===== config.mk =====
export PLATFORM = sky130hd
export DESIGN_NAME = rr_mux_arbiter
export DESIGN_NICKNAME = d
export VERILOG_FILES = /design/src/rtl/mux_pkg.sv /design/src/rtl/rr_arbiter.sv /design/src/rtl/rr_mux_arbiter.sv
export SDC_FILE = /design/constraint.sdc
export NUM_CORES = 1
export LEC_CHECK = 0
export CORE_ASPECT_RATIO = 1.1
export CORE_MARGIN = 4
export CORE_UTILIZATION = 47
export CTS_BUF_LIST = sky130_fd_sc_hd__clkbuf_4 sky130_fd_sc_hd__clkbuf_8 sky130_fd_sc_hd__clkbuf_16
export DETAILED_ROUTE_END_ITERATION = 16
export PLACE_DENSITY_LB_ADDON = 0.12
export RECOVER_POWER = 25
export SLEW_MARGIN = 10
export SYNTH_ARGS = -nofsm -noshare
export SYNTH_HDL_FRONTEND = slang
export SYNTH_SLANG_ARGS = --single-unit

===== constraint.sdc =====
create_clock -name clk -period 9.48 [get_ports clk]
set_input_delay 0.948 -clock clk [delete_from_list [all_inputs] [get_ports clk]]
set_output_delay 0.948 -clock clk [all_outputs]
set_load 0.01 [all_outputs]

===== src/rtl/mux_pkg.sv =====
// Shared constants and helpers for the round-robin mux/arbiter slice.
package mux_pkg;

  localparam int MODE_RR     = 0;
  localparam int MODE_FIXED  = 1;
  localparam int MODE_SELECT = 2;

  // Ceiling log2, used to size channel-index fields at elaboration time.
  function automatic int clog2(input int n);
    int r;
    r = 0;
    while ((1 << r) < n) r++;
    return r;
  endfunction

endpackage


===== src/rtl/rr_arbiter.sv =====
// Grant generator for the mux: round-robin, fixed-priority or explicit select.
// Owns the round-robin pointer, which only moves on an accepted transfer.
module rr_arbiter
  import mux_pkg::*;
#(
  parameter  int CHANNELS = 4,
  parameter  int MODE     = MODE_RR,
  localparam int SEL_W    = clog2(CHANNELS)
) (
  input  logic                clk,
  input  logic                reset,
  input  logic [CHANNELS-1:0] request,
  input  logic [SEL_W-1:0]    select_line,
  input  logic                advance,
  output logic [CHANNELS-1:0] grant,
  output logic [SEL_W-1:0]    grant_index
);

  logic [SEL_W-1:0] ptr;

  // One-hot grant selection according to the configured mode.
  always_comb begin
    logic        found;
    int unsigned idx;
    grant       = '0;
    grant_index = '0;
    found       = 1'b0;
    idx         = 0;
    case (MODE)
      MODE_SELECT: begin
        if (32'(select_line) < CHANNELS && request[select_line]) begin
          grant[select_line] = 1'b1;
          grant_index        = select_line;
        end
      end
      MODE_FIXED: begin
        for (int unsigned i = 0; i < CHANNELS; i++) begin
          if (!found && request[i]) begin
            grant[i]    = 1'b1;
            grant_index = SEL_W'(i);
            found       = 1'b1;
          end
        end
      end
      default: begin
        // Scan upward from the pointer, wrapping past the top channel.
        for (int unsigned k = 0; k < CHANNELS; k++) begin
          idx = 32'(ptr) + k;
          if (idx >= CHANNELS) idx = idx - CHANNELS;
          if (!found && request[idx]) begin
            grant[idx]  = 1'b1;
            grant_index = SEL_W'(idx);
            found       = 1'b1;
          end
        end
      end
    endcase
  end

  // Pointer advances past the granted channel on a transfer; round-robin only.
  always_ff @(posedge clk or posedge reset) begin
    if (reset) begin
      ptr <= '0;
    end else if (MODE == MODE_RR && advance) begin
      ptr <= (grant_index == SEL_W'(CHANNELS - 1)) ? '0 : grant_index + 1'b1;
    end
  end

endmodule


===== src/rtl/rr_mux_arbiter.sv =====
// N-channel valid/ready selector with arbitration and a registered output stage.
module rr_mux_arbiter
  import mux_pkg::*;
#(
  parameter  int WIDTH    = 8,
  parameter  int CHANNELS = 4,
  parameter  int MODE     = MODE_RR,
  localparam int SEL_W    = clog2(CHANNELS)
) (
  input  logic                      clk,
  input  logic                      reset,
  input  logic [CHANNELS*WIDTH-1:0] inData,
  input  logic [CHANNELS-1:0]       inValid,
  output logic [CHANNELS-1:0]       inReady,
  input  logic [SEL_W-1:0]          selectLine,
  output logic [WIDTH-1:0]          outData,
  output logic [SEL_W-1:0]          outChannel,
  output logic                      outValid,
  input  logic                      outReady
);

  logic                load_en;
  logic                transfer;
  logic [CHANNELS-1:0] grant;
  logic [SEL_W-1:0]    grant_index;
  logic [WIDTH-1:0]    sel_data;

  rr_arbiter #(
    .CHANNELS (CHANNELS),
    .MODE     (MODE)
  ) u_arbiter (
    .clk         (clk),
    .reset       (reset),
    .request     (inValid),
    .select_line (selectLine),
    .advance     (transfer),
    .grant       (grant),
    .grant_index (grant_index)
  );

  // Register can take a word when empty or being drained this cycle.
  assign load_en  = !outValid || outReady;
  assign inReady  = (load_en && !reset) ? grant : '0;
  assign transfer = |(inReady & inValid);
  assign sel_data = inData[32'(grant_index)*WIDTH +: WIDTH];

  // Output stage: load on transfer, clear valid on drain, hold on stall.
  always_ff @(posedge clk or posedge reset) begin
    if (reset) begin
      outValid   <= 1'b0;
      outData    <= '0;
      outChannel <= '0;
    end else if (transfer) begin
      outValid   <= 1'b1;
      outData    <= sel_data;
      outChannel <= grant_index;
    end else if (outValid && outReady) begin
      outValid   <= 1'b0;
    end
  end

endmodule


# Word-level counts from Yosys, hierarchy flattened

Index checks and enable logic that the tools add are counted.

Latch bits: 0
Input bits: 41
Output and inout port bits: 15
Logic and storage cells: 82
Memories kept: 0
Memory bits (read-only): 0
Register bits: 13
Memory bits (writable): 0

Mux-type cells: 35
Multipliers: 0
Shift operators: 1
Bitwise operators: 4
Divide/modulo/power cells: 0
Add/subtract/negate cells: 8
Magnitude comparators: 12
Equality and inequality tests: 1
Reductions and logical operators: 17

Operators by type and width:

| kind                    | number |
|---|---|
| $ge A32 B1 Y1 const B   | 4 |
| $lt A32 B3 Y1 const B   | 4 |
| $mux W32                | 4 |
| $ge A32 B3 Y1 const B   | 3 |
| $sub A32 B3 Y32 const B | 3 |
| $shiftx A32 B6 Y8       | 1 |
| $mux W4                 | 5 |
| $mux W1                 | 13 |
| $or A4 B4 Y4            | 3 |
| $mux W2                 | 5 |
| $logic_and A1 B1 Y1     | 9 |
| $bmux W1 S2             | 4 |
| $demux W1 S2            | 4 |
| $add A2 B2 Y3 const B   | 2 |
| $logic_not A1 Y1        | 5 |
| $and A4 B4 Y4           | 1 |
| $reduce_or A4 Y1        | 1 |
| $sub A2 B3 Y4 const B   | 1 |
| $add A2 B1 Y3 const B   | 1 |
| $ge A2 B3 Y1 const B    | 1 |
| $add A2 B1 Y2 const B   | 1 |
| $eq A2 B2 Y1 const B    | 1 |
| $reduce_bool A2 Y1      | 1 |
| $logic_or A1 B1 Y1      | 1 |

# Logic depth before layout (Yosys ltp)

Gate-level depths: netlist of run 1.

Word-level depth: 18
Depth in mapped cells: 12

# Cells and area by module

Synthesis of run 1 repeated with hierarchy kept, for this count alone.

Cells, all modules: 98
Area, all modules: 1,221.2 um2

Modules (own cells, without submodules):

| module         | times used | cells an instance | area an instance (um2) |
|---|---|---|---|
| rr_mux_arbiter | 1          | 43                | 696.9 |
| rr_arbiter     | 1          | 55                | 524.3 |

# Worst setup path before layout of run 1

No wires, ideal clock.

Path type: reg-to-reg
Start point: register u_arbiter.ptr[1]
End point: register outData[0]
Required time: 9,352 ps
Library setup time: 128 ps
Clock period less this slack: 3,451 ps
Setup slack: 6,029 ps
Stages on the path, launching flop included: 11
Arrival: 3,323 ps
Cell sequence: dfrtp_1 clkbuf_1 inv_1 ha_1 or3b_4 a2111oi_4 a21o_4 nor3b_2 nor3_4 mux4_1 mux2_1

Word-level cells in the longest chain between the ends: 17
Elaborated cells between the ends (all ways): 67

Ends and longest elaborated chain:

| element                                                  | line                 | RTL |
|---|---|---|
| start, declared                                          | rr_arbiter.sv:19     | `logic [SEL_W-1:0] ptr;` |
| start signal, assigned                                   | rr_arbiter.sv:65     | `ptr <= (grant_index == SEL_W'(CHANNELS - 1)) ? '0 : grant_index + 1'b1;` |
| branches (longest 17 deep; another with $sub A32 B3 Y32) | n/a                  |  |
| end signal, assigned                                     | rr_mux_arbiter.sv:55 | `outData <= sel_data;` |
| end, declared                                            | rr_mux_arbiter.sv:16 | `output logic [WIDTH-1:0] outData,` |

Parallel ways; which one is timed is not known. The select of a mux whose other input is x is not followed.
A chain may end at the register's enable or synchronous reset.

==> impl_metrics.csv, run 1 <==
group,metric,value,unit
status,status,"complete, no violations",
clock_network,cts_buffers,3,
placed_design,gp_congestion,0.922,
worst_setup_path,critPathKind,"flop to output port",
global_routing,grt_pass1_vias,1399,
global_routing,grtUsageTotal,20.5,%
power_and_ir_drop,total_power,0.604,mW
worst_setup_path,worst_ep_arrival_time,3870,ps
power_and_ir_drop,irDropWorstVdd,0.000184,V
sta,relSlewSlack,27.8,%
sta,rsz0062_at_grt,"no",
synth,seq_area_frac_synth,23.7,%
clock_network,clk_pin_slew,80,ps
finish,nets,230,
sta,setup_violations,0,
floorplan,io_pins,56,
global_routing,grt_max_degree,19,
detailed_routing,drc_errors,0,
worst_setup_path,worstPathRequired,8530,ps
detailed_routing,via_per_inst,6.13,
sta,hold_viol_final,0,
floorplan,core_area,2780,sq um
sta,timing.hold.ws,495,ps
power_and_ir_drop,leakage,0.761,nW
clock_network,cts.htree.levels,1,
sta,slew_viol_final,0,
detailed_routing,drt_first_pass_iters,4,
sta,final.setup_skew,6.83,ps
finish,diodes,0,
synth,synth_common_cells,"17 x a21oi_1, 13 x dfrtp_1, 11 x nor2_1, 10 x nand2_1, 9 x mux2_1",
sta,worst_slack,4660,ps
job,max-cap-violations,0,
detailed_routing,drt_wl_total,3560,microns
clock_network,cts_root_buf,"clkbuf_4",
detailed_routing,drt_iter0_markers,110,
worst_setup_path,endpoint_kind,"output port",
synth,netlist_top_cells_area,"dfrtp_1 24%, mux4_1 15%, mux2_1 7.4%",
synth,synthFlopType,"dfrtp_1",
synth,synth_edf_count,0,
clock_network,cts_tree,"done",
synth,ys_ff_latch,13,
placed_design,dpl_worst_slack,4900,ps
synth,synth.avg_cell_area,10.1,sq um
synth,yosysMostFrequentCell,"a21oi_1",
power_and_ir_drop,power_density,313,nW/um^2
sta,worstMarginPinSlew,1080,ps
clock_network,clk_latency,280,ps
floorplan,die_w,59.6,microns
detailed_routing,wl_per_cell,16.4,microns
synth,yosysUniqueCellTypes,43,
global_routing,antenna_found_initial,0,
sta,final.period_utilization,50.8,%
synth,yosysWarnings,0,
sta,fmax,0.208,GHz
floorplan,die_area,3860,sq um
synth,netlist.area_leader.share,23.7,%
synth,synth_fp_nets,181,
finish,drive_gt1_share,8.15,%
floorplan,num_rows,20,
synth,synth_area,1380,sq um
synth,yosysTopAreaCell,"dfrtp_1",
placed_design,portBuffers,53,
hold_path,hp-class,"flop to flop",
sta,setup_tns,0,ps
synth,async_flop_share,100,%
global_routing,grt_pass1_wl,6140,microns
worst_setup_path,crit_fanout,18,
detailed_routing,vias,1330,
clock_network,cts.sinks,13,
sta,period_minus_slack,4820,ps
clock_network,cts_post_setup_buffers_inserted,0,
clock_network,cts_resized,0,
finish,syn_to_final_growth,40.3,%
global_routing,grt_remaining_overflow,0,
detailed_routing,route.antenna.remaining_nets,0,
worst_setup_path,start_kind,"flop",
clock_network,clockBufferDepth,2,
synth,synth_cells,136,
floorplan,start_util,49.5,%
floorplan,die_h,64.7,microns
clock_network,hold_buffers,0,
placed_design,hpwl,2810,microns
[metal layers]
metal / wire length, microns / track usage (%) / share of wire, %
met2: 1890 / 36.5 / 53
met4: 80 / 9.42 / 2.2
met3: 268 / 4.58 / 7.5
met5: 0 / 0 / 0
met1: 1310 / 22.6 / 37
[worst paths after layout]
check,startpoint,to,slack [ps],depth (start not counted)
max,flop,inReady[1],4660,9
max reg2reg,flop,outData[4],4910,9
min in group asynchronous,reset,outData[4],1130,2
min,outChannel[0],outChannel[0],500,1
min reg2reg,outChannel[0],outChannel[0],500,1
max in group asynchronous,reset,outData[1],8010,2
[worst max-delay path, cell delays in order (launching register included)]
cell and delay, ps:
dfrtp_1 810, inv_1 270, ha_1 640, mux4_2 660
clkinv_1 110, o2111ai_1 110, a21oi_1 260, a21oi_1 80
nor2_1 100, clkdlybuf4s50_1 540
[cell families (layout without fill, tap and decap cells)]
logic type                 after synthesis  count (layout)  share of synthesized area [%]
xor gates and xnor gates                 1               1                          0.637
buffers and inverters                   13              61                           4.37
DFF                                     13              13                           23.7
adders and majority gates                4               4                           3.64
and+or+nand+nor                         38              38                           14.7
muxes                                   26              26                           31.4
AOI/OAI and AO/OA                       41              41                           21.6
[through the flow]
step	utilization (%)	cell area, sq um	std cells
after floorplan	-	1380	136
after global placement	68.5	1900	213
after detailed placement	68.5	1900	213
after CTS	69.5	1930	217
after global routing	69.5	1930	217
final	69.5	1930	217
[layout by cell type (no fill, tap or decap), types with 2 or more instances in the layout]
cell             synthesis  routed
o21ai_0                  2       2
nor2b_1                  2       2
a22oi_1                  2       2
nor3_1                   4       4
mux4_1                   8       8
mux2_2                   4       4
nand2b_1                 3       3
mux4_2                   2       2
nand2_1                 10      10
clkbuf_4                 0       3
a21oi_1                 17      17
inv_1                    3       3
mux2i_1                  3       3
o21ai_1                  2       2
clkdlybuf4s50_1          0      52
a221o_1                  3       3
o211ai_1                 2       2
ha_1                     4       4
nor2_1                  11      11
a221oi_1                 2       2
dfrtp_1                 13      13
mux2_1                   9       9
nand3b_1                 2       2
[power breakdown]
part | leakage [nW] | switching (mW) | internal [mW] | total, mW
Sequential | 0.154 | 0.0344 | 0.0850 | 0.119
Combinational | 0.590 | 0.214 | 0.236 | 0.450
Clock | 0.0177 | 0.0187 | 0.0157 | 0.0344
[sequential cells by signal, summed over array words and instances (netlist names), named ones only]
signal and flops:
outValid 1, outData 8, outChannel 2, u_arbiter.ptr 1
[area by class of cell]
| type | count | area [sq um] |
|---|---|---|
| clock inverters | 1 | 5.00 |
| fillers | 223 | 848 |
| multi-input cells | 110 | 990 |
| clock buffers | 3 | 22.5 |
| well taps | 33 | 41.3 |
| flip-flops and latches | 13 | 325 |
| inverters | 4 | 15.0 |
| repair buffers | 53 | 531 |
Power figures use the tool's default switching activity.
==> run 2, diff against run 1 <==
- CORE_UTILIZATION: 47 -> 39
- clock period: 9.48 -> 4.3 ns (I/O delays scaled with it)
==> run 2 against run 1 <==
  * Non-clock buffer count is 6 higher
  * Largest power group unchanged
  * Die area is 18% higher
  * Total power is 130% higher
  * Sequential share of layout area is 0.56 points lower
  * Clock skew is 3.0 ps lower
==> impl_metrics.csv, run 2 (synthesis gave the netlist of run 1 again) <==
group,metric,value,unit
status,status,"complete, no violations",
power_and_ir_drop,netSwitchingPower,0.591,mW
sta,fmax,0.263,GHz
power_and_ir_drop,power_density,688,nW/um^2
floorplan,num_rows,22,
worst_setup_path,cp_top_family,"buffers and inverters",
global_routing,grtUsageTotal,17.0,%
finish,reg.largest.list,"outData (8), outChannel (2)",
worst_setup_path,slowest_stage,"mux4_2",
floorplan,core_area,3360,sq um
floorplan,die_h,70.3,microns
placed_design,hpwl,2920,microns
worst_setup_path,crit_top_cell,"a21oi_1",
sta,worstMarginPinSlew,885,ps
worst_setup_path,r2r-start,"u_arbiter.ptr[1]",
clock_network,clockBufferDepth,2,
detailed_routing,drt_first_pass_iters,4,
worst_setup_path,start_kind,"flop",
sta,setup_violations,0,
power_and_ir_drop,irDropWorstVdd,0.000278,V
clock_network,clk_latency,270,ps
power_and_ir_drop,total_power,1.37,mW
detailed_routing,drt_iter0_markers,125,
clock_network,cts.htree.levels,1,
power_and_ir_drop,netSwitchingFraction,43.0,%
clock_network,cts_root_buf,"clkbuf_4",
worst_setup_path,crit_path_cell_trace,"inv_1 -> ha_1 -> buf_4 -> mux4_2 -> clkinv_1 -> o2111ai_1 -> a21oi_1 -> a21oi_1 -> nor2_1 -> clkdlybuf4s50_1",
worst_setup_path,critPathKind,"flop to output port",
clock_network,cts.sinks,13,
placed_design,gp_congestion,0.879,
clock_network,cts_tree,"done",
worst_setup_path,reg2reg_depth,9,
clock_network,hold_buffers,0,
worst_setup_path,cp-startpoint,"u_arbiter.ptr[1]",
finish,nets,236,
worst_setup_path,cp-endpoint,"inReady[1]",
worst_setup_path,rrSetupSlack,680,ps
power_and_ir_drop,p_comb_share,77.4,%
global_routing,grt_pass1_vias,1358,
detailed_routing,drt_wl_total,3710,microns
worst_setup_path,crit_fanout,12,
worst_setup_path,worst_ep_arrival_time,3370,ps
hold_path,hp-class,"flop to flop",
clock_network,clk_pin_slew,80,ps
sta,slew_viol_final,0,
worst_setup_path,worstPathRequired,3870,ps
finish,syn_to_final_growth,45.1,%
power_and_ir_drop,leakage,0.791,nW
detailed_routing,via_per_inst,5.55,
worst_setup_path,crit_path_max_incr_delay,600,ps
finish,layout_commonest_cell,"clkdlybuf4s50_1",
finish,drive_gt1_share,11.1,%
finish,diodes,0,
clock_network,cts_buffers,3,
worst_setup_path,rr_endpoint,"outData[6]",
worst_setup_path,path_depth,10,
finish,largest_reg_flops,8,
detailed_routing,wl_per_cell,15.6,microns
placed_design,portBuffers,53,
sta,setup_tns,0,ps
global_routing,grt_max_degree,18,
floorplan,io_pins,56,
floorplan,die_w,64.6,microns
clock_network,cts_resized,0,
sta,rsz0062_at_grt,"no",
hold_path,hp-start,"outData[5]",
sta,relSlewSlack,41.0,%
worst_setup_path,path_buf_inv,4,
sta,timing.hold.ws,494,ps
global_routing,grt_remaining_overflow,0,
sta,hold_viol_final,0,
worst_setup_path,endpoint_kind,"output port",
power_and_ir_drop,clockPowerShare,5.8,%
global_routing,antenna_found_initial,0,
detailed_routing,route.antenna.remaining_nets,0,
sta,period_minus_slack,3800,ps
job,max-cap-violations,0,
power_and_ir_drop,power.internal,0.783,mW
detailed_routing,drc_errors,0,
power_and_ir_drop,p_seq_share,16.9,%
detailed_routing,vias,1322,
sta,final.setup_skew,3.87,ps
clock_network,cts_post_setup_buffers_inserted,0,
finish,top_register,"outData",
floorplan,die_area,4540,sq um
sta,final.period_utilization,88.4,%
floorplan,start_util,40.9,%
finish,layout_common_cells,"52 x clkdlybuf4s50_1, 17 x a21oi_1, 13 x dfrtp_1",
global_routing,grt_pass1_wl,6210,microns
## run 2: power groups by stage
stage	sequential (mW)	combinational (mW)	clock (mW)
after global placement	0.232	1.05	0
after CTS	0.232	1.07	0.0839
after detailed placement	0.234	1.07	0
after floorplan	0.246	0.716	0
final	0.232	1.06	0.0794
after global routing	0.241	1.16	0.0883
## run 2: cell type report
class | instances | area [sq um]
fillers | 310 | 1360
flip-flops and latches | 13 | 325
well taps | 48 | 60.1
clock buffers | 4 | 30.0
inverters | 4 | 15.0
multi-input cells | 110 | 990
repair buffers | 59 | 576
## run 2: metal layers
| layer | track usage, % | wire length (microns) | vias up |
|---|---|---|---|
| li1 | - | - | 643 |
| met1 | 18.3 | 1530 | 634 |
| met2 | 33.4 | 1930 | 43 |
| met3 | 3.05 | 219 | 2 |
| met4 | 4.23 | 24 | 0 |
| met5 | 0 | 0 | - |
## run 2: worst register-to-register path, stage by stage, from the launching register on
cell and delay [ps]:
dfrtp_1 570, inv_1 160, ha_1 380, or3b_4 430, a2111oi_4 360, a21o_4 170
nor3b_2 60, nor3_4 470, mux4_1 610, mux2_1 290
## run 2: through the flow
stage / worst slack (ps) / instance area (sq um) / util [%] / cells
finish: 498 / 2000 / 59.4 / 238
global route: 251 / 2000 / 59.4 / 238
CTS: 500 / 2000 / 59.4 / 238
detailed placement: 685 / 1970 / 58.5 / 234
global placement: 716 / 1970 / 58.5 / 234
floorplan: 849 / 1380 / - / 136
## run 2: worst min path at each step
stage / end / depth (start not counted) / slack (ps)
after CTS: outData[5] / 1 / 500
after floorplan: async pin / 1 / 310
after global routing: outData[0] / 1 / 510
after detailed placement: outData[7] / 1 / 480
after global placement: outChannel[0] / 1 / 480
final: outData[5] / 1 / 490
==> run 3, diff against run 2 <==
- PLACE_DENSITY: not set -> 0.77
- PLACE_DENSITY_LB_ADDON: 0.12 -> not set
==> run 3 against run 2 <==
  * Routed wire length down 2.7%
  * Sequential share of layout area grew 0.092 points
  * Count of clock-buffer cells in the layout unchanged
  * Sequential power about the same
  * Fmax is 1.7% lower
  * Cell area shrank 0.56%
  * Combinational power hardly changed
  * Largest cell class unchanged
  * First-iteration DRC count increased by 31%
==> impl_metrics.csv, run 3 (synthesis gave the netlist of run 1 again) <==
group,metric,value,unit
status,status,"complete, no violations",
floorplan,start_util,40.9,%
power_and_ir_drop,leakage,0.782,nW
job,max-cap-violations,0,
hold_path,hp-class,"flop to flop",
power_and_ir_drop,p_seq_share,17.2,%
sta,hold_viol_final,0,
worst_setup_path,worst_ep_arrival_time,3440,ps
finish,fillCellCount,293,
sta,fmax,0.259,GHz
sta,period_minus_slack,3870,ps
global_routing,grt_pass1_wl,5980,microns
global_routing,grtUsageTotal,16.3,%
finish,final_area,1980,sq um
clock_network,cts_tree,"done",
sta,timing.hold.ws,501,ps
floorplan,num_rows,22,
finish,diodes,0,
detailed_routing,via_per_inst,5.64,
finish,top_register,"outData",
clock_network,clockBufferDepth,2,
sta,rsz0062_at_grt,"no",
finish,layout_common_cells,"52 x clkdlybuf4s50_1, 17 x a21oi_1, 13 x dfrtp_1",
clock_network,cts_resized,0,
placed_design,portBuffers,53,
floorplan,die_h,70.3,microns
floorplan,die_area,4540,sq um
clock_network,clk_pin_slew,80,ps
finish,reg.largest.list,"outData (8), outChannel (2)",
clock_network,cts.htree.levels,1,
sta,final.period_utilization,90.0,%
finish,syn_to_final_growth,44.3,%
placed_design,gp_congestion,0.872,
sta,relSlewSlack,45.2,%
worst_setup_path,crit_fanout,12,
finish,layout_commonest_cell,"clkdlybuf4s50_1",
power_and_ir_drop,power.internal,0.772,mW
worst_setup_path,crit_top_cell,"a21oi_1",
finish,fin_util,59.1,%
sta,setup_violations,0,
clock_network,clk_latency,280,ps
worst_setup_path,worstPathRequired,3870,ps
detailed_routing,route.antenna.remaining_nets,0,
sta,worstMarginPinSlew,822,ps
placed_design,place_area,1960,sq um
power_and_ir_drop,netSwitchingFraction,43.2,%
detailed_routing,drc_errors,0,
clock_network,cts_root_buf,"clkbuf_4",
global_routing,grt_remaining_overflow,0,
floorplan,die_w,64.6,microns
finish,nets,235,
worst_setup_path,endpoint_kind,"output port",
worst_setup_path,rrSetupSlack,630,ps
clock_network,cts_buffers,3,
clock_network,cts.sinks,13,
finish,largest_reg_flops,8,
detailed_routing,wl_per_cell,15.2,microns
power_and_ir_drop,netSwitchingPower,0.586,mW
sta,setup_tns,0,ps
detailed_routing,drt_wl_total,3610,microns
power_and_ir_drop,p_comb_share,76.7,%
sta,slew_viol_final,0,
placed_design,hpwl,2750,microns
global_routing,grt_max_degree,18,
worst_setup_path,critPathKind,"flop to output port",
worst_setup_path,start_kind,"flop",
worst_setup_path,crit_path_cell_trace,"inv_1 -> ha_1 -> buf_4 -> mux4_2 -> clkinv_1 -> o2111ai_1 -> a21oi_1 -> a21oi_1 -> nor2_1 -> clkdlybuf4s50_1",
power_and_ir_drop,clockPowerShare,6.1,%
floorplan,core_area,3360,sq um
power_and_ir_drop,power_density,685,nW/um^2
finish,drive_gt1_share,10.1,%
detailed_routing,vias,1336,
power_and_ir_drop,irDropWorstVdd,0.000340,V
clock_network,cts_post_setup_buffers_inserted,0,
floorplan,io_pins,56,
global_routing,grt_pass1_vias,1285,
detailed_routing,drt_iter0_markers,164,
worst_setup_path,crit_path_max_incr_delay,610,ps
worst_setup_path,slowest_stage,"mux4_2",
detailed_routing,drt_first_pass_iters,5,
global_routing,antenna_found_initial,0,
clock_network,hold_buffers,0,
sta,final.setup_skew,7.11,ps
[run 3: routing by layer]
layer	part of all wire (%)	global-route usage, %
met1	40	20.8
met2	49	26.0
met3	10	5.63
met4	0.94	4.46
met5	0	0
[run 3: through the flow]
step                cells  setup slack, ps  power (mW)
global placement      233              628        1.26
detailed placement    233              546        1.28
finish                237              432        1.36
CTS                   237              431        1.37
global route          237              172        1.48
floorplan             136              849       0.962
[run 3: layout make-up]
class                           instances  area (sq um)  share of cell area, %
Inverter                                4          15.0                  0.757
Tap cell                               48          60.1                   3.03
Clock buffer                            4          30.0                   1.51
Multi-Input combinational cell        110           990                   49.9
Timing Repair Buffer                   58           564                   28.4
Sequential cell                        13           325                   16.4
[run 3: path summary, 6_finish.rpt]
check                                end  cells after the start             start
setup / recovery              inReady[1]                     10  u_arbiter.ptr[1]
hold / removal             outChannel[1]                      1     outChannel[1]
setup reg to reg              outData[7]                      9  u_arbiter.ptr[1]
hold reg to reg            outChannel[1]                      1     outChannel[1]
max in group asynchronous     outData[2]                      3             reset
min in group asynchronous     outData[3]                      3             reset
[run 3: critical path, delay by kind of cell, from the launching register on]
kind                       cells  cell delay (ps)
DFF                            1              580
muxes                          1              610
buffers and inverters          4             1030
AOI/OAI and AO/OA              3              440
adders and majority gates      1              390
and+or+nand+nor                1               90
[run 3: power groups by stage]
| stage | Clock (mW) | Combinational, mW | Sequential [mW] |
|---|---|---|---|
| floorplan | 0 | 0.716 | 0.246 |
| global placement | 0 | 1.02 | 0.232 |
| detailed placement | 0 | 1.04 | 0.235 |
| CTS | 0.0864 | 1.05 | 0.234 |
| global route | 0.0915 | 1.15 | 0.242 |
| finish | 0.0833 | 1.04 | 0.233 |
==> patch 1 (flow settings as in run 2) <==
Reset style: synchronous (`reset`), changed in 2 clocked blocks.
--- a/src/rtl/rr_arbiter.sv
+++ b/src/rtl/rr_arbiter.sv
@@ -60,3 +60,3 @@
   // Pointer advances past the granted channel on a transfer; round-robin only.
-  always_ff @(posedge clk or posedge reset) begin
+  always_ff @(posedge clk) begin
     if (reset) begin
--- a/src/rtl/rr_mux_arbiter.sv
+++ b/src/rtl/rr_mux_arbiter.sv
@@ -47,3 +47,3 @@
   // Output stage: load on transfer, clear valid on drain, hold on stall.
-  always_ff @(posedge clk or posedge reset) begin
+  always_ff @(posedge clk) begin
     if (reset) begin
Check against the original RTL: differs if reset is asserted again (counterexample within 4 cycles, from zero or initial values and one cycle with reset high); with reset held inactive, the same outputs for 10 cycles.
==> patch 1 against run 2 <==
Sequential power decreased by 18%. Routed wire length increased by 0.57%. Worst setup slack improved by 0.057 ns. Non-clock buffer count decreased by 4. Register-to-register slack improved by 0.03 ns. Cell area decreased by 1.1%. Utilization decreased by 1.6 points. Global-route usage decreased by 0.85 points. Critical path depth decreased by 2. Final cell count increased by 3.4%. Sequential cell count unchanged. Area after synthesis increased by 3.2%. Clock skew increased by 0.00068 ns. Power decreased by 29%.
==> patch 1: results (changes against run 2) <==
** Outcome
- The run finished with clean final reports.

** Worst setup path
- Flop2flop setup slack :: 0.71 ns (+0.03 ns)
- Max incr delay on CP :: 0.65 ns (+0.05 ns)
- The signal arrival time at the worst endpoint came to 3.32 ns (-0.05 ns).

** Drt
- Routed wire per std cell :: 15.1 um (-2.7%)
- Routed metal-1 wire length :: 1520 um (-0.98%)
- Count of vias placed by the detailed router :: 1399 (+5.8%)
- Met2 wire length :: 1950 um (+0.88%)
- Detailed router's first-iteration violation count :: 60 (-52%)
- The ratio of routed vias to standard cells came to 5.69 (+2.4%).

** Logic synthesis
- The post-synthesis area per instance was 9.27 sq um (-8.3%).
- Most common flop cell mapped by yosys :: sky130_fd_sc_hd__dfxtp_1
- The distinct cell type count after synthesis came to 44 (+2.3%).
- Synthesized netlist net count :: 198 (+9.4%)
- The fraction of synthesized area in multiplexers came to 0.261 (-0.0529).
- Post-synthesis compound-gate area fraction :: 0.249 (+0.0330)
- By area the synthesized netlist is led by sky130_fd_sc_hd__dfxtp_1 (18%), sky130_fd_sc_hd__mux4_2 (17%), sky130_fd_sc_hd__nand2b_1 (5.3%), sky130_fd_sc_hd__a211o_1 (4.9%), sky130_fd_sc_hd__mux2i_1 (4.9%).
- Most frequent cells after synthesis :: sky130_fd_sc_hd__dfxtp_1 (13), sky130_fd_sc_hd__nand2b_1 (12), sky130_fd_sc_hd__mux4_2 (11), sky130_fd_sc_hd__nand2_1 (10)

** Finish
- The fraction of final layout cells sized beyond drive strength 1 came to 0.131 (+0.0208).
- Number of nets in the final layout :: 244 (+3.4%)

** Worst hold path
- The startpoint identified for the worst hold timing path is outValid$_SDFFE_PP0P_.
- Number of cells traversed by the worst hold path :: 2 (+1)

** Global route
- First-pass GRT wire length :: 6110 um (-1.6%)
- Met1 usage in global routing :: 0.193 (+0.00980)
- Met2 track demand over resource in global routing :: 0.292 (-0.0413)
- The pin count of the biggest net entering global routing is 19 (+1).

** Pwr
- The peak supply drop came to 0.199 mV (-28%).
- P_leak :: 0.780 nW (-1.4%)

** Place
- The total half-perimeter wirelength after legalization and detailed placement was 2900 um (-0.49%).
- The routability congestion estimate came to 0.831 (-5.5%).
- Placed standard-cell area :: 1940 sq um (-1.1%)

** Timing
- The measured slew at the worst slew-check pin is 0.767 ns (-0.119 ns).
- Worst hold margin :: 0.529 ns (+0.0349 ns)
- Time the worst path needs with I/O delays and setup :: 3.75 ns (-0.0568 ns)
patch 1: changes by cell type in the layout (fill, tap and decap cells not counted), moves of 9 or more:
cell                              run 2  this run
sky130_fd_sc_hd__nand2b_1             3        12
sky130_fd_sc_hd__mux4_2               2        11
sky130_fd_sc_hd__dfrtp_1             13         0
sky130_fd_sc_hd__a21oi_1             17         8
sky130_fd_sc_hd__mux2_1               9         0
sky130_fd_sc_hd__dfxtp_1              0        13
patch 1: kinds of logic after synthesis:
kind of cell               after synthesis
and+or+nand+nor                         53
xor gates and xnor gates                 1
AOI/OAI and AO/OA                       44
buffers and inverters                   16
adders and majority gates                4
DFF                                     13
muxes                                   22
patch 1: final cells by class:
cell class / instances / area (sq um)
sequential: 13 / 260
multi-input combinational: 124 / 1070
timing repair buffer: 55 / 546
clock buffer: 4 / 30.0
fill: 332 / 1440
inverter: 2 / 7.51
tap: 48 / 60.1
patch 1: report_power, final:
group	switching (mW)	internal, mW
clock network	0.0408	0.0422
logic	0.334	0.370
registers	0.0268	0.164
==> patch 2 (settings of run 2) <==
Made on the original files. `CHANNELS` is set to 4 in 2 places; all go to 3.
--- a/src/rtl/rr_arbiter.sv
+++ b/src/rtl/rr_arbiter.sv
@@ -5,3 +5,3 @@
 #(
-  parameter  int CHANNELS = 4,
+  parameter  int CHANNELS = 3,
   parameter  int MODE     = MODE_RR,
--- a/src/rtl/rr_mux_arbiter.sv
+++ b/src/rtl/rr_mux_arbiter.sv
@@ -5,3 +5,3 @@
   parameter  int WIDTH    = 8,
-  parameter  int CHANNELS = 4,
+  parameter  int CHANNELS = 3,
   parameter  int MODE     = MODE_RR,
Interface: changed (resized inData, inReady and inValid); port bits go from 56 to 46. No check against the original RTL was run, so the function may have changed too.
==> patch 2 against run 2 <==
Sequential cell count unchanged. Critical path depth down 4. Area after synthesis down 24%. Worst setup slack better by 0.58 ns. Routed wire length down 33%. Global-route usage down 1.9 points. Cell area down 24%. Power down 28%. Die area down 21%. Critical endpoint is now inReady[2]. Largest power group unchanged. Highest routed layer unchanged.
==> patch 2: results (changes against run 2) <==
** Outcome
- The flow ran to the end, and the final reports show no timing, DRC or antenna violations.

** Worst setup path
- The maximum fanout count along the critical path is 15 (+3).
- Family with the most delay on the worst path :: buffers and inverters
- The signal arrival time at the worst endpoint is 2.79 ns (-0.58 ns).
- Cell with the biggest individual delay on the critical path :: sky130_fd_sc_hd__clkdlybuf4s50_1

** Global route
- First-pass GRT wire length :: 4370 um (-30%)
- The combined global-route utilization of all metal layers is 0.151 (-0.0194).
- The via count of the first global-routing pass is 978 (-28%).

** Drt
- The met3 routed wirelength is 122 um (-44%).
- The number of DRC markers after the initial detailed-route iteration was 15 (-88%).
- Count of vias placed by the detailed router :: 942 (-29%)
- The total wire length was 2480 um (-33%).
- The met2 wire length came to 1260 um (-35%).

** Pwr
- The peak supply drop was 0.403 mV (+45%).
- P_leak :: 0.651 nW (-18%)

** Logic synthesis
- Most frequent cells after synthesis :: sky130_fd_sc_hd__dfrtp_1 (13), sky130_fd_sc_hd__a21oi_1 (11), sky130_fd_sc_hd__mux2_4 (10), sky130_fd_sc_hd__nor2_1 (10), sky130_fd_sc_hd__mux2i_1 (9)
- The sequential cell area fraction in the yosys report is 0.311 (+0.0744).
- The net count after synthesis came to 141 (-22%).
- Yosys attributes the largest share of cell area to sky130_fd_sc_hd__dfrtp_1 (31%), sky130_fd_sc_hd__mux2_4 (14%), sky130_fd_sc_hd__mux2i_1 (8.6%), sky130_fd_sc_hd__a21oi_1 (5.3%), sky130_fd_sc_hd__ha_1 (4.8%).
- The distinct cell type count after synthesis is 31 (-28%).

** Place
- Placed standard-cell area :: 1490 sq um (-24%)
- Detailed placer's ending HPWL :: 1970 um (-32%)
- Worst setup slack before clock tree synthesis :: 1.25 ns (+0.564 ns)
- The count of input and output buffers came to 43 (-19%).
- Placer's final routability congestion estimate :: 0.849 (-3.5%)

** Timing
- The worst clock skew came to 0.00238 ns (-0.00149 ns).

** Finish
- Fraction of final layout cells with drive strength greater than 1 :: 0.167 (+0.0561)
- Number of nets in the final layout :: 187 (-21%)
- Largest registers :: outData (8), outChannel (2), u_arbiter.ptr (2)
- Final-layout fill cell count :: 228 (-26%)

** CTS
- The number of levels in the clock H-tree came to 1 (unchanged).
[patch 2: worst register-to-register path: cells and delay by family (launching register included)]
family,cells,cell delay [ns]
fa+ha+maj,1,0.27
compound gates,3,0.62
buf+inv,2,0.39
flops,1,0.41
mux,3,0.98
[patch 2: worst paths after layout]
kind / start / end / slack (ns) / depth (start not counted)
worst max-delay path: reset / inReady[2] / 1.08 / 6
worst min-delay path: outData[6]$_DFFE_PP0P_ / outData[6]$_DFFE_PP0P_ / 0.50 / 1
worst max register to register: u_arbiter.ptr[1]$_DFFE_PP0P_ / outData[4]$_DFFE_PP0P_ / 1.52 / 9
worst min register to register: outData[6]$_DFFE_PP0P_ / outData[6]$_DFFE_PP0P_ / 0.50 / 1
max in group asynchronous: reset / outData[5]$_DFFE_PP0P_ / 3.04 / 3
min in group asynchronous: reset / outChannel[1]$_DFFE_PP0P_ / 0.79 / 3
[patch 2: power by group through the flow]
stage / Sequential, mW / Combinational, mW / Clock, mW
floorplan: 0.243 / 0.465 / 0
global placement: 0.220 / 0.678 / 0
detailed placement: 0.222 / 0.690 / 0
CTS: 0.221 / 0.693 / 0.0855
global route: 0.230 / 0.743 / 0.0907
finish: 0.220 / 0.683 / 0.0803
[patch 2: routing by layer]
layer | up-vias | track usage
met4 | 0 | 0.0783
li1 | 468 | -
met2 | 27 | 0.266
met3 | 6 | 0.0186
met1 | 441 | 0.173
met5 | - | 0
[patch 2: kinds of logic (layout without fill, tap and decap cells)]
| kind of cell | Yosys count | in the layout | share of synthesized area |
|---|---|---|---|
| AOI/OAI and AO/OA | 25 | 25 | 0.151 |
| adders and majority gates | 4 | 4 | 0.0478 |
| buffers and inverters | 9 | 54 | 0.0574 |
| DFF | 13 | 13 | 0.311 |
| muxes | 23 | 23 | 0.273 |
| and+or+nand+nor | 31 | 31 | 0.160 |
[patch 2: cell type report]
class                      instances  area, sq um  share of cell area
multi-input combinational         83          661               0.435
timing repair buffer              46          449               0.296
sequential                        13          325               0.214
tap                               31         38.8              0.0255
clock buffer                       4         30.0              0.0198
inverter                           4         15.0             0.00988
[patch 2: metrics by stage]
stage	utilization	hold slack, ns	cells
after detailed placement	0.587	0.492	177
after floorplan	-	0.320	105
after global routing	0.597	0.530	181
final	0.597	0.504	181
after global placement	0.587	0.492	177
after CTS	0.599	0.452	181
